### src/rtl/gpio_poll_sched.sv
// gpio_poll_sched: one GPIO host channel shared by bank change reports and adaptive-interval host polls.
// Define GPIO_POLL_SCHED_STATS_EN to add saturating poll_count_o / change_count_o counters.
module gpio_poll_sched #(
  parameter int N_BANKS      = 4,
  parameter int MIN_INTERVAL = 256,
  parameter int MAX_INTERVAL = 16384,
  parameter int TIMEOUT      = 4096,
  localparam int BW = (N_BANKS > 2) ? $clog2(N_BANKS) : 1,
  localparam int IW = $clog2(MAX_INTERVAL + 1)
) (
  input  logic               clk_i,
  input  logic               rst_i,
  input  logic [N_BANKS-1:0] report_req_i,
  output logic [N_BANKS-1:0] report_gnt_o,
  output logic               poll_o,
  output logic [BW-1:0]      poll_bank_o,
  input  logic               poll_done_i,
  input  logic               poll_changed_i,
  output logic               busy_o,
  output logic [IW-1:0]      interval_o,
  output logic               timeout_err_o
`ifdef GPIO_POLL_SCHED_STATS_EN
  ,
  output logic [31:0]        poll_count_o,
  output logic [31:0]        change_count_o
`endif
);
  localparam int TW = $clog2(TIMEOUT);
  typedef enum logic [1:0] {IDLE, GRANT, POLL, WAIT} state_t;
  state_t state_q, state_d;
  logic [IW-1:0] cnt_q, cnt_d, interval_q, interval_d;
  logic [IW:0] dbl;
  logic [TW-1:0] tmr_q, tmr_d;
  logic [N_BANKS-1:0] gnt_q, gnt_d;
  logic [BW-1:0] ptr_q, ptr_d, bank_q, bank_d, win, cand;
  logic poll_q, poll_d, busy_q, busy_d, err_q, err_d;
  logic any_req, poll_due, done, expired, leave;
  // Round-robin search starting at the pointer, wrapping at N_BANKS-1.
  always_comb begin
    win = '0;
    any_req = 1'b0;
    cand = ptr_q;
    for (int i = 0; i < N_BANKS; i++) begin
      if (!any_req && report_req_i[cand]) begin
        win = cand;
        any_req = 1'b1;
      end
      cand = (cand == BW'(N_BANKS - 1)) ? '0 : cand + 1'b1;
    end
  end
  always_comb begin
    poll_due = cnt_q == interval_q;
    done = state_q == WAIT && poll_done_i;
    expired = state_q == WAIT && !poll_done_i && tmr_q == TW'(TIMEOUT - 1);
    leave = done || expired;
    dbl = {interval_q, 1'b0};
    state_d = state_q;
    case (state_q)
      IDLE:    state_d = poll_due ? POLL : (any_req ? GRANT : IDLE);
      GRANT:   state_d = IDLE;
      POLL:    state_d = WAIT;
      WAIT:    state_d = leave ? IDLE : WAIT;
      default: state_d = IDLE;
    endcase
    cnt_d = (state_d == POLL) ? '0 :
            ((state_q == IDLE || state_q == GRANT) && !poll_due) ? cnt_q + 1'b1 : cnt_q;
    tmr_d = (state_q == WAIT) ? tmr_q + 1'b1 : TW'(1);
    gnt_d = (state_q == IDLE && !poll_due && any_req) ? N_BANKS'(1) << win : '0;
    ptr_d = (|gnt_d) ? ((win == BW'(N_BANKS - 1)) ? '0 : win + 1'b1) : ptr_q;
    bank_d = leave ? ((bank_q == BW'(N_BANKS - 1)) ? '0 : bank_q + 1'b1) : bank_q;
    // A timeout backs off exactly like an unchanged result.
    interval_d = !leave ? interval_q :
                 (done && poll_changed_i) ? IW'(MIN_INTERVAL) :
                 (dbl > (IW+1)'(MAX_INTERVAL)) ? IW'(MAX_INTERVAL) : dbl[IW-1:0];
    poll_d = state_d == POLL;
    busy_d = state_d != IDLE;
    err_d = err_q | expired;
  end
  always_ff @(posedge clk_i or posedge rst_i) begin
    if (rst_i) begin
      state_q    <= IDLE;
      cnt_q      <= '0;
      tmr_q      <= '0;
      interval_q <= IW'(MIN_INTERVAL);
      gnt_q      <= '0;
      ptr_q      <= '0;
      bank_q     <= '0;
      poll_q     <= 1'b0;
      busy_q     <= 1'b0;
      err_q      <= 1'b0;
    end else begin
      state_q    <= state_d;
      cnt_q      <= cnt_d;
      tmr_q      <= tmr_d;
      interval_q <= interval_d;
      gnt_q      <= gnt_d;
      ptr_q      <= ptr_d;
      bank_q     <= bank_d;
      poll_q     <= poll_d;
      busy_q     <= busy_d;
      err_q      <= err_d;
    end
  end
  assign report_gnt_o  = gnt_q;
  assign poll_o        = poll_q;
  assign poll_bank_o   = bank_q;
  assign busy_o        = busy_q;
  assign interval_o    = interval_q;
  assign timeout_err_o = err_q;
`ifdef GPIO_POLL_SCHED_STATS_EN
  logic [31:0] poll_cnt_q, poll_cnt_d, chg_cnt_q, chg_cnt_d;
  always_comb begin
    poll_cnt_d = (poll_d && poll_cnt_q != '1) ? poll_cnt_q + 1'b1 : poll_cnt_q;
    chg_cnt_d = (done && poll_changed_i && chg_cnt_q != '1) ? chg_cnt_q + 1'b1 : chg_cnt_q;
  end
  always_ff @(posedge clk_i or posedge rst_i) begin
    if (rst_i) begin
      poll_cnt_q <= '0;
      chg_cnt_q  <= '0;
    end else begin
      poll_cnt_q <= poll_cnt_d;
      chg_cnt_q  <= chg_cnt_d;
    end
  end
  assign poll_count_o   = poll_cnt_q;
  assign change_count_o = chg_cnt_q;
`endif
endmodule
### config.mk
export PLATFORM = sky130hd
export DESIGN_NAME = gpio_poll_sched
export DESIGN_NICKNAME = d
export VERILOG_FILES = /design/src/rtl/gpio_poll_sched.sv
export SDC_FILE = /design/constraint.sdc
export NUM_CORES = 1
export LEC_CHECK = 0
export CAP_MARGIN = 15
export CORE_MARGIN = 3
export CORE_UTILIZATION = 55
export DETAILED_ROUTE_END_ITERATION = 8
export GPL_TIMING_DRIVEN = 0
export PLACE_DENSITY_LB_ADDON = 0.1
export REMOVE_ABC_BUFFERS = 1
export SYNTH_ARGS = -nofsm -noshare
export SYNTH_HDL_FRONTEND = slang
export SYNTH_SLANG_ARGS = --single-unit
### constraint.sdc
create_clock -name clk_i -period 3.4 [get_ports clk_i]
set_input_delay 1.02 -clock clk_i [delete_from_list [all_inputs] [get_ports clk_i]]
set_output_delay 1.02 -clock clk_i [all_outputs]
set_load 0.02 [all_outputs]
== Word level (Yosys, flattened, before mapping) ==
Index checks and enable logic that the tools add are counted.
Widths: inputs -> output; s select.

* Add/subtract/negate cells: 7
* Magnitude comparators: 5
* Eq/ne operators: 11
* Shifts and indexed selects: 1
* Mux-type cells: 31
* Bitwise operators: 1
* Reductions and logical operators: 21

{| class="wikitable"
|+ Operator list
! operator !! number
|-
| $mux 15 || 4
|-
| $mux 2 || 11
|-
| $eq 2x2->1 const B || 8
|-
| $gt 16x15->1 const B || 1
|-
| $add 15x1->15 const B || 1
|-
| $eq 15x15->1 || 1
|-
| $add 12x1->12 const B || 1
|-
| $eq 12x12->1 const B || 1
|-
| $lt 2x3->1 const B || 4
|-
| $mux 12 || 1
|-
| $add 2x1->2 const B || 5
|-
| $logic_and 1x1->1 || 10
|-
| $mux 1 || 9
|-
| $bmux 1 s2 || 4
|-
| $pmux 2 s4 || 1
|-
| $logic_not 1->1 || 5
|-
| $mux 4 || 1
|-
| $reduce_bool 2->1 || 2
|-
| $reduce_or 4->1 || 1
|-
| $shl 1x2->4 const A || 1
|-
| $eq 2x1->1 const B || 1
|-
| $logic_not 2->1 || 1
|-
| $logic_or 1x1->1 || 2
|-
| $or 1x1->1 || 1
|}

* Bits in registers: 55
* Bits of input ports: 8
* Output and inout port bits: 24
* Word-level logic and storage cells: 87

== Logic depth before layout (Yosys ltp) ==
Gate-level depths: netlist of run 1.

* Depth in word-level cells: 17
* Mapped depth: 11
* Depth with buffers taken out: 10

== Worst setup path after synthesis of run 1 ==
OpenSTA, ideal clock, no wires.

* Kind: input -> register
* From: input report_req_i[0]
* To: register ptr_q[0]
* Library setup time: 128 ps
* Arrival: 3092 ps
* Required time: 3272 ps
* Path slack: 180 ps
* Stages: 8
* Buffers on the path: 0
* Cell sequence: mux4_2 > mux2_1 > a22o_1 > o21a_1 > ha_1 > o41ai_1 > a211oi_2 > mux2_1

* Cells in the longest elaborated chain, start to end: 15
* Elaborated cells on any way between the ends: 29
* Classes of those cells: add/sub (1); eq/ne (1); shift (1); mux (18); reduce/logical (8)

{| class="wikitable"
|+ RTL lines
! item !! RTL line !! source
|-
| start, declared || 13 || <nowiki>input logic [N_BANKS-1:0] report_req_i,</nowiki>
|-
| $bmux 1 s2 || 44 || <nowiki>if (!any_req && report_req_i[cand]) begin</nowiki>
|-
| $mux 1 (implied by the code) || 44 ||
|-
| $mux 1 || 44 ||
|-
| $logic_not 1->1 || 44 ||
|-
| $logic_and 1x1->1 || 44 ||
|-
| $mux 1 || 44 ||
|-
| $logic_not 1->1 || 44 ||
|-
| $logic_and 1x1->1 || 44 ||
|-
| $mux 1 || 44 ||
|-
| $logic_not 1->1 || 44 ||
|-
| $logic_and 1x1->1 || 44 ||
|-
| $mux 2 or $mux 1 (tied branches) || 44 ||
|-
| $shl 1x2->4 or $logic_and 1x1->1 (tied branches) || 68 || <nowiki>gnt_d = (state_q == IDLE && !poll_due && any_req) ? N_BANKS'(1) << win : '0;</nowiki>
|-
| $mux 4 || 68 ||
|-
| $reduce_or 4->1 || 69 || <nowiki>ptr_d = (|gnt_d) ? ((win == BW'(N_BANKS - 1)) ? '0 : win + 1'b1) : ptr_q;</nowiki>
|-
| end signal, assigned || 97 || <nowiki>ptr_q <= ptr_d;</nowiki>
|-
| end, declared || 35 || <nowiki>logic [BW-1:0] ptr_q, ptr_d, bank_q, bank_d, win, cand;</nowiki>
|}

Parallel ways exist; a longest one is shown, timed or not. The select of a mux whose other input is x is not followed.
A chain may end at the register's enable or synchronous reset.

== Worst setup path after layout of run 1 ==
* From: input report_req_i[2]
* To: register ptr_q[0]

Same word-level chain as after synthesis.

==> flow_summary.ini, run 1 <==
[setup_path]
cp.required_ps = 3570
max_stage_delay_ps = 510
cp_cell_sequence = dlygate4sd2_1, mux4_2, mux2_1, a22o_1, o21a_1, ha_2, o41ai_2, a211oi_2, mux2_1
critPathSlowestCell = mux4_2
endpoint_kind = register
criticalPathCategory = in -> reg
path_buf_inv = 1
cp_max_fo = 7
start_kind = input pin
cp.arrival_ps = 3480
crit_family = multiplexers
cp_common_cell = mux2_1

[route]
drtPass1Iterations = 4
drc = 0
vias = 1842
drtAntennaViolNets = 0
wl_per_cell_um = 13.4
wl_mm = 4.54
drtIter0Drc = 88
viasPerCell = 5.45

[clocking]
cts_buffer_depth = 2
tritoncts = done
clkLatencyLatePin_ps = 290
htreeDepth = 2
cts-root-buf = clkbuf_8
clk_pin_slew_worst_paths_ps = 80
cts_buffers = 5
cts_sinks = 47
cts_hold_buf = 0

[floorplanning]
dieWidth_um = 74.9
boundaryPins = 32
floorplan.initialDensity = 0.583
die-area_um2 = 5610
core_area_um2 = 4470
row_count = 24
fp.dieH_um = 74.9

[global_routing]
grt_pass1_vias = 1783
overflow = 0
grt_usage = 0.183
grt_max_degree = 40
antenna_found_initial = 0
grt_pass1_wl_mm = 8.00

[placement]
hpwl_mm = 3.34
portBuffers = 23
dp.cells = 326
place_area_um2 = 2860
place_congestion = 0.792
pre_cts_slack_ps = -531

[synth]
yosys.area.top_type_share = 0.441
async_flop_share = 1.00
synth_edf_count = 0
yosysTopAreaCell = dfrtp_1
syn_avg_cell_area_um2 = 10.1
yosys-top-cells-area = dfrtp_1 (44%), xnor2_1 (6.0%), ha_1 (4.3%)
post_synth_num_cell_types = 50
yosysMostFrequentCell = dfrtp_1
synthFlopType = dfrtp_1
yosys-top-cells-count = dfrtp_1 (46), nand2_1 (27), nor2_1 (26)
synth.ff_latch_count = 47
syn_inst = 258
netlist_area_um2 = 2610
ys_seq_area_frac = 0.451
yosysWarnings = 0

[min_path]
hold_path.class = reg -> reg

[sta]
setup_ws_ps = 92.8
setup_viol_count_final = 0
slew_headroom = 0.489
fmax_mhz = 302
fin_worst_hold_slack_ps = 457
fin_crit_ps = 3310
finalHoldViolCount = 0
period_share = 0.973
clock_skew_ps = 6.16
worst_pin_slew_ps = 762
rsz0062_at_grt = false
slew_violations = 0

[finish]
fin_area_um2 = 2990
final_cell_count_no_fill = 338
fin_nets = 302
antennaDiodeCount = 0
drive_gt1_frac = 0.105
synthToLayoutAreaGrowth_pct = 14.4

[outcome]
status = finished, final reports clean

[pwr]
powerDensity_nw_per_um2 = 837
total_power_mw = 2.50
total_leakage_power_nw = 1.34
ir_drop_v = 0.000676

[job]
cap_viol_max_count = 0
## cell type report
class | count | area, µm²
Fill cell | 372 | 1490
Multi-Input combinational cell | 193 | 1350
Timing Repair Buffer | 29 | 284
Sequential cell | 47 | 1180
Inverter | 9 | 33.8
Clock buffer | 8 | 80.1
Tap cell | 52 | 65.1
## path summary, 6_finish.rpt
| path | start | end | slack [ps] | cells after the start |
|---|---|---|---|---|
| max | report_req_i[2] | ptr_q[0] | 90 | 9 |
| min | timeout_err_o | timeout_err_o | 460 | 1 |
| max reg2reg | ptr_q[0] | ptr_q[0] | 180 | 10 |
| min reg2reg | timeout_err_o | timeout_err_o | 460 | 1 |
| max in group asynchronous | rst_i | interval_o[8] | 1930 | 3 |
| min in group asynchronous | rst_i | timeout_err_o | 950 | 2 |
## cell usage in the layout (no fill, tap or decap), types with 4 or more instances in the layout
cell type,count
a21o_1,5
and2_1,5
and3_1,5
buf_4,5
clkbuf_8,5
clkdlybuf4s50_1,19
conb_1,8
dfrtp_1,46
ha_1,7
inv_1,7
mux2_1,4
mux2i_1,5
nand2_1,27
nand3_1,18
nand4_1,5
nor2_1,26
nor3_1,6
o21ai_0,4
xnor2_1,18
xor2_1,12
## worst reg2reg max path, stage by stage (launching register included)
cell      delay, ps
dfrtp_1         520
ha_4            250
nor2_4          130
mux4_2          560
mux2_1          340
a22o_1          200
o21a_1          130
ha_2            180
o41ai_2         380
a211oi_2         80
mux2_1          330
## where the power goes
part	leakage (nW)	internal (mW)	switching (mW)
clock network	0.0395	0.146	0.168
registers	0.618	0.704	0.177
logic	0.679	0.644	0.659
total	1.34	1.49	1.00
## registers in the layout (all words and copies together) (netlist names), 2 cells and up
name / count
interval_o: 7
state_q: 2
poll_bank_o: 2
cnt_q: 15
ptr_q: 2
tmr_q: 12
report_gnt_o: 4
## metal layers
| layer | track usage | vias up | part of all wire | wire, µm |
|---|---|---|---|---|
| li1 | - | 916 | - | - |
| met2 | 0.288 | 34 | 0.46 | 2080 |
| met1 | 0.250 | 884 | 0.49 | 2230 |
| met5 | 0 | - | 0 | 0 |
| met4 | 0.0613 | 0 | 0.015 | 70 |
| met3 | 0.0427 | 8 | 0.036 | 165 |
## per-stage QoR
step | TNS [ps] | util
after floorplan | 0 | -
after global placement | -977 | 0.632
after detailed placement | -1060 | 0.638
after CTS | 0 | 0.660
after global routing | 0 | 0.667
final | 0 | 0.667
## cells by family (layout without fill, tap and decap cells)
logic type,after synthesis,count (layout),share of synthesized area
AND/OR/NAND/NOR,107,107,0.205
buffers and inverters,25,46,0.0518
flip-flops,47,47,0.451
other,1,8,0.00144
XOR/XNOR,30,30,0.101
multiplexers,11,11,0.0537
adder cells (fa/ha/maj),9,9,0.0432
AO/OA/AOI/OAI,28,28,0.0930
## what timing repair did
item / in CTS / in global routing
pin swaps: 2 / 2
setup endpoints to repair: 2 / 2
gates resized for setup: 5 / 4
buffers inserted: 2 / 2
Note: power is estimated with default switching activity, not from simulation.
==> run 2, diff against run 1 <==
Settings changed: MAX_ROUTING_LAYER set to met4, SLEW_MARGIN set to 40.
==> run 2 against run 1 <==
Utilization is the same. Critical path type unchanged. Cell count shrank 0.89%. Largest cell class unchanged. Clock power rose by 14%.
==> flow_summary.ini, run 2 (synthesized netlist as in run 1, its figures left out) <==
[min_path]
min_from = timeout_err_o
hold_path.class = reg -> reg

[sta]
fmax_mhz = 304
period_share = 0.966
finalHoldViolCount = 0
slew_violations = 0
clock_skew_ps = 7.29
slew_headroom = 0.478
worst_pin_slew_ps = 779
setup_tns_ps = 0
fin_crit_ps = 3280
rsz0062_at_grt = false
setup_viol_count_final = 0

[global_routing]
grt_pass1_vias = 1775
grt_usage = 0.187
antenna_found_initial = 0
overflow = 0
grt_max_degree = 39
grt_pass1_wl_mm = 7.89

[setup_path]
crit_family = multiplexers
cp.arrival_ps = 3460
cp.required_ps = 3570
start_kind = input pin
critPathSlowestCell = mux4_2
reg2reg_setup_slack_ps = 210
cp_max_fo = 6
cp_cell_sequence = dlygate4sd2_1, mux4_2, mux2_1, a22o_1, o21a_1, ha_1, o41ai_2, a211oi_2, mux2_1
path_buf_inv = 1
criticalPathCategory = in -> reg
endpoint_kind = register
cp_common_cell = mux2_1
timing.rr.end = ptr_q[0]
max_stage_delay_ps = 530
startpoint = report_req_i[3]
r2r_cells = 10
cp.depth = 9
endpoint = ptr_q[0]
rr_startpoint = ptr_q[0]

[finish]
antennaDiodeCount = 0
final_common_cell = dfrtp_1
final_core_util = 0.667
synthToLayoutAreaGrowth_pct = 14.4
drive_gt1_frac = 0.102
ff_latch_area_um2 = 1180
multi_input_comb_area_um2 = 1350
largest_reg_flops = 15
regMostFlops = cnt_q
final_cell_mix = dfrtp_1 (46), nand2_1 (27), nor2_1 (26)
fillers = 379
fin_nets = 299

[floorplanning]
floorplan.initialDensity = 0.583
core_area_um2 = 4470
fp.dieH_um = 74.9
boundaryPins = 32
die-area_um2 = 5610
row_count = 24
dieWidth_um = 74.9

[route]
vias = 1813
drc = 0
wl_mm = 4.54
drtIter0Drc = 90
viasPerCell = 5.41
drtPass1Iterations = 4
drtAntennaViolNets = 0
wl_per_cell_um = 13.5

[pwr]
ir_drop_v = 0.000722
powerDensity_nw_per_um2 = 841
total_power_mw = 2.51
total_leakage_power_nw = 1.34

[clocking]
cts-root-buf = clkbuf_8
cts_buffers = 5
htreeDepth = 2
clk_pin_slew_worst_paths_ps = 80
clkLatencyLatePin_ps = 290
cts_sinks = 47
cts_hold_buf = 0
tritoncts = done
cts_buffer_depth = 2

[outcome]
status = finished, final reports clean

[job]
cap_viol_max_count = 0

[placement]
portBuffers = 23
place_congestion = 0.803
hpwl_mm = 3.30
==> run 2: how the worst min path moves through the flow <==
stage / endpoint / slack [ps] / depth (start not counted)
6_report: timeout_err_o / 460 / 1
3_5_place_dp: timeout_err_o / 450 / 1
5_1_grt: timeout_err_o / 480 / 1
4_1_cts: timeout_err_o / 470 / 1
2_1_floorplan: tmr_q[0] / 430 / 1
3_3_place_gp: timeout_err_o / 440 / 1
==> run 2: through the flow <==
step	hold WS [ps]	instance area (µm²)	setup slack, ps	cells
2_1_floorplan	434	2530	180	249
3_3_place_gp	442	2830	-495	324
3_5_place_dp	447	2850	-541	325
4_1_cts	466	2970	54.7	335
5_1_grt	478	2990	20.5	335
6_report	460	2990	115	335
==> run 2: final cells by class <==
type                            count  area share
Clock buffer                        8      0.0335
Inverter                            9      0.0122
Multi-Input combinational cell    193       0.451
Sequential cell                    47       0.394
Tap cell                           52      0.0218
Timing Repair Buffer               26      0.0872
==> run 2: power breakdown <==
part | leakage, nW | total (mW) | switching (mW) | internal, mW
Sequential | 0.618 | 0.880 | 0.176 | 0.704
Clock | 0.0515 | 0.360 | 0.174 | 0.186
Combinational | 0.668 | 1.27 | 0.652 | 0.617
==> run 2: what timing repair did <==
| item | in CTS | in global routing |
|---|---|---|
| setup buffers | 2 | 0 |
| resized for setup | 5 | 2 |
| pin swaps | 2 | 1 |
| endpoints found under the setup margin | 2 | 2 |
==> run 2: metal layers <==
layer	track usage	vias to the layer above	share of wire
met3	0.0334	8	0.037
met4	0.0771	0	0.020
li1	-	915	-
met1	0.247	847	0.48
met2	0.283	43	0.46
met5	-	-	0
==> run 2: worst register-to-register path, delay by kind of cell, from the launching register on <==
| kind | cells | cell delay, ps |
|---|---|---|
| simple gates | 1 | 140 |
| fa+ha+maj | 2 | 450 |
| compound gates | 4 | 730 |
| mux | 3 | 1240 |
| flops | 1 | 520 |
==> run 3, diff against run 2 <==
Settings changed: SLEW_MARGIN 40 to 10.
==> run 3 against run 2 <==
Sequential share of layout area is the same. Largest cell class unchanged. Cell area did not move. Via count up 1.7%. Global-route usage up 0.20 points. Non-clock buffer count up 3. Sequential power is essentially flat. Maximum frequency is 0.65% lower. First-iteration DRC count fell by 1.1%. Register-to-register slack got worse by 30 ps. Setup slack worse by 22 ps.
==> flow_summary.ini, run 3 (synthesized netlist as in run 1, its figures left out) <==
[outcome]
status = finished, final reports clean

[setup_path]
r2r_cells = 10
endpoint = ptr_q[0]
endpoint_kind = register
cp.required_ps = 3570
startpoint = report_req_i[2]
cp.arrival_ps = 3480
timing.rr.end = ptr_q[0]
rr_startpoint = ptr_q[0]
cp_max_fo = 7
criticalPathCategory = in -> reg
reg2reg_setup_slack_ps = 180
start_kind = input pin

[route]
drtIter0Drc = 89
drc = 0
vias = 1844
wl_mm = 4.54
viasPerCell = 5.46
drtPass1Iterations = 4
wl_per_cell_um = 13.4
drtAntennaViolNets = 0

[global_routing]
grt_max_degree = 40
grt_usage = 0.189
grt_pass1_wl_mm = 7.99
overflow = 0
grt_pass1_vias = 1784
antenna_found_initial = 0

[min_path]
min_from = timeout_err_o
hold_path.class = reg -> reg

[floorplanning]
dieWidth_um = 74.9
boundaryPins = 32
core_area_um2 = 4470
floorplan.initialDensity = 0.583
fp.dieH_um = 74.9
row_count = 24
die-area_um2 = 5610

[clocking]
clk_pin_slew_worst_paths_ps = 80
htreeDepth = 2
tritoncts = done
cts-root-buf = clkbuf_8
cts_buffers = 5
clkLatencyLatePin_ps = 290
cts_buffer_depth = 2
cts_hold_buf = 0
cts_sinks = 47

[finish]
synthToLayoutAreaGrowth_pct = 14.4
fin_area_um2 = 2990
final_cell_mix = dfrtp_1 (46), nand2_1 (27), nor2_1 (26)
drive_gt1_frac = 0.105
fin_nets = 302
final_core_util = 0.667
regMostFlops = cnt_q
final_common_cell = dfrtp_1
fillers = 372
largest_reg_flops = 15
antennaDiodeCount = 0

[pwr]
p_sw_frac = 0.402
powerDensity_nw_per_um2 = 837
ir_drop_v = 0.000676
switching_power_mw = 1.00
total_leakage_power_nw = 1.34
p_clk_frac = 0.126
internal-power_mw = 1.49
combPwrFrac = 0.521
pwr-share-seq = 0.353

[sta]
fmax_mhz = 302
worst_pin_slew_ps = 762
slew_headroom = 0.489
period_share = 0.972
clock_skew_ps = 6.16
finalHoldViolCount = 0
setup_viol_count_final = 0
slew_violations = 0
fin_crit_ps = 3310
setup_tns_ps = 0
rsz0062_at_grt = false

[placement]
hpwl_mm = 3.34
place_area_um2 = 2860
portBuffers = 23
place_congestion = 0.803

[job]
cap_viol_max_count = 0
run 3: power groups by stage:
stage / logic (mW) / registers (mW) / clock network [mW]
after floorplan: 0.824 / 0.931 / 0
after global placement: 1.17 / 0.886 / 0
after detailed placement: 1.20 / 0.886 / 0
after CTS: 1.26 / 0.875 / 0.327
after global routing: 1.45 / 0.907 / 0.353
final: 1.30 / 0.882 / 0.315
run 3: area by class of cell:
type | count | area (µm²) | share of cell area
inverters | 9 | 33.8 | 0.0113
repair buffers | 29 | 284 | 0.0951
clock buffers | 8 | 80.1 | 0.0268
well taps | 52 | 65.1 | 0.0218
multi-input cells | 193 | 1350 | 0.451
flip-flops and latches | 47 | 1180 | 0.394
run 3: worst min path at each step:
stage                    endpoint  slack [ps]  cells past startpoint
floorplan                tmr_q[0]         430                      1
global route        timeout_err_o         470                      1
detailed placement  timeout_err_o         450                      1
finish              timeout_err_o         460                      1
global placement    timeout_err_o         440                      1
CTS                 timeout_err_o         460                      1
run 3: per-layer routing:
metal / up-vias / global-route usage / part of all wire / wire, µm
met5: - / - / 0 / 0
met4: 0 / 0.0613 / 0.015 / 70
met3: 8 / 0.0427 / 0.036 / 164
met2: 34 / 0.288 / 0.46 / 2080
met1: 887 / 0.249 / 0.49 / 2230
li1: 915 / - / - / -
run 3: repair_timing:
| item | in CTS | in global routing |
|---|---|---|
| buffers inserted | 2 | 2 |
| pin swaps | 2 | 2 |
| setup endpoints to repair | 2 | 2 |
| resized for setup | 5 | 4 |
run 3: stage by stage:
step	cells	setup slack (ps)	power, mW	hold slack [ps]
6_report	338	93.6	2.50	457
5_1_grt	338	7.48	2.71	474
4_1_cts	336	47.7	2.46	463
3_5_place_dp	326	-531	2.09	446
3_3_place_gp	324	-495	2.05	442
2_1_floorplan	249	180	1.75	434
run 3: critical path: stages:
cell	delay, ps
dlygate4sd2_1	300
mux4_2	510
mux2_1	340
a22o_1	200
o21a_1	130
ha_2	180
o41ai_2	380
a211oi_2	80
mux2_1	330
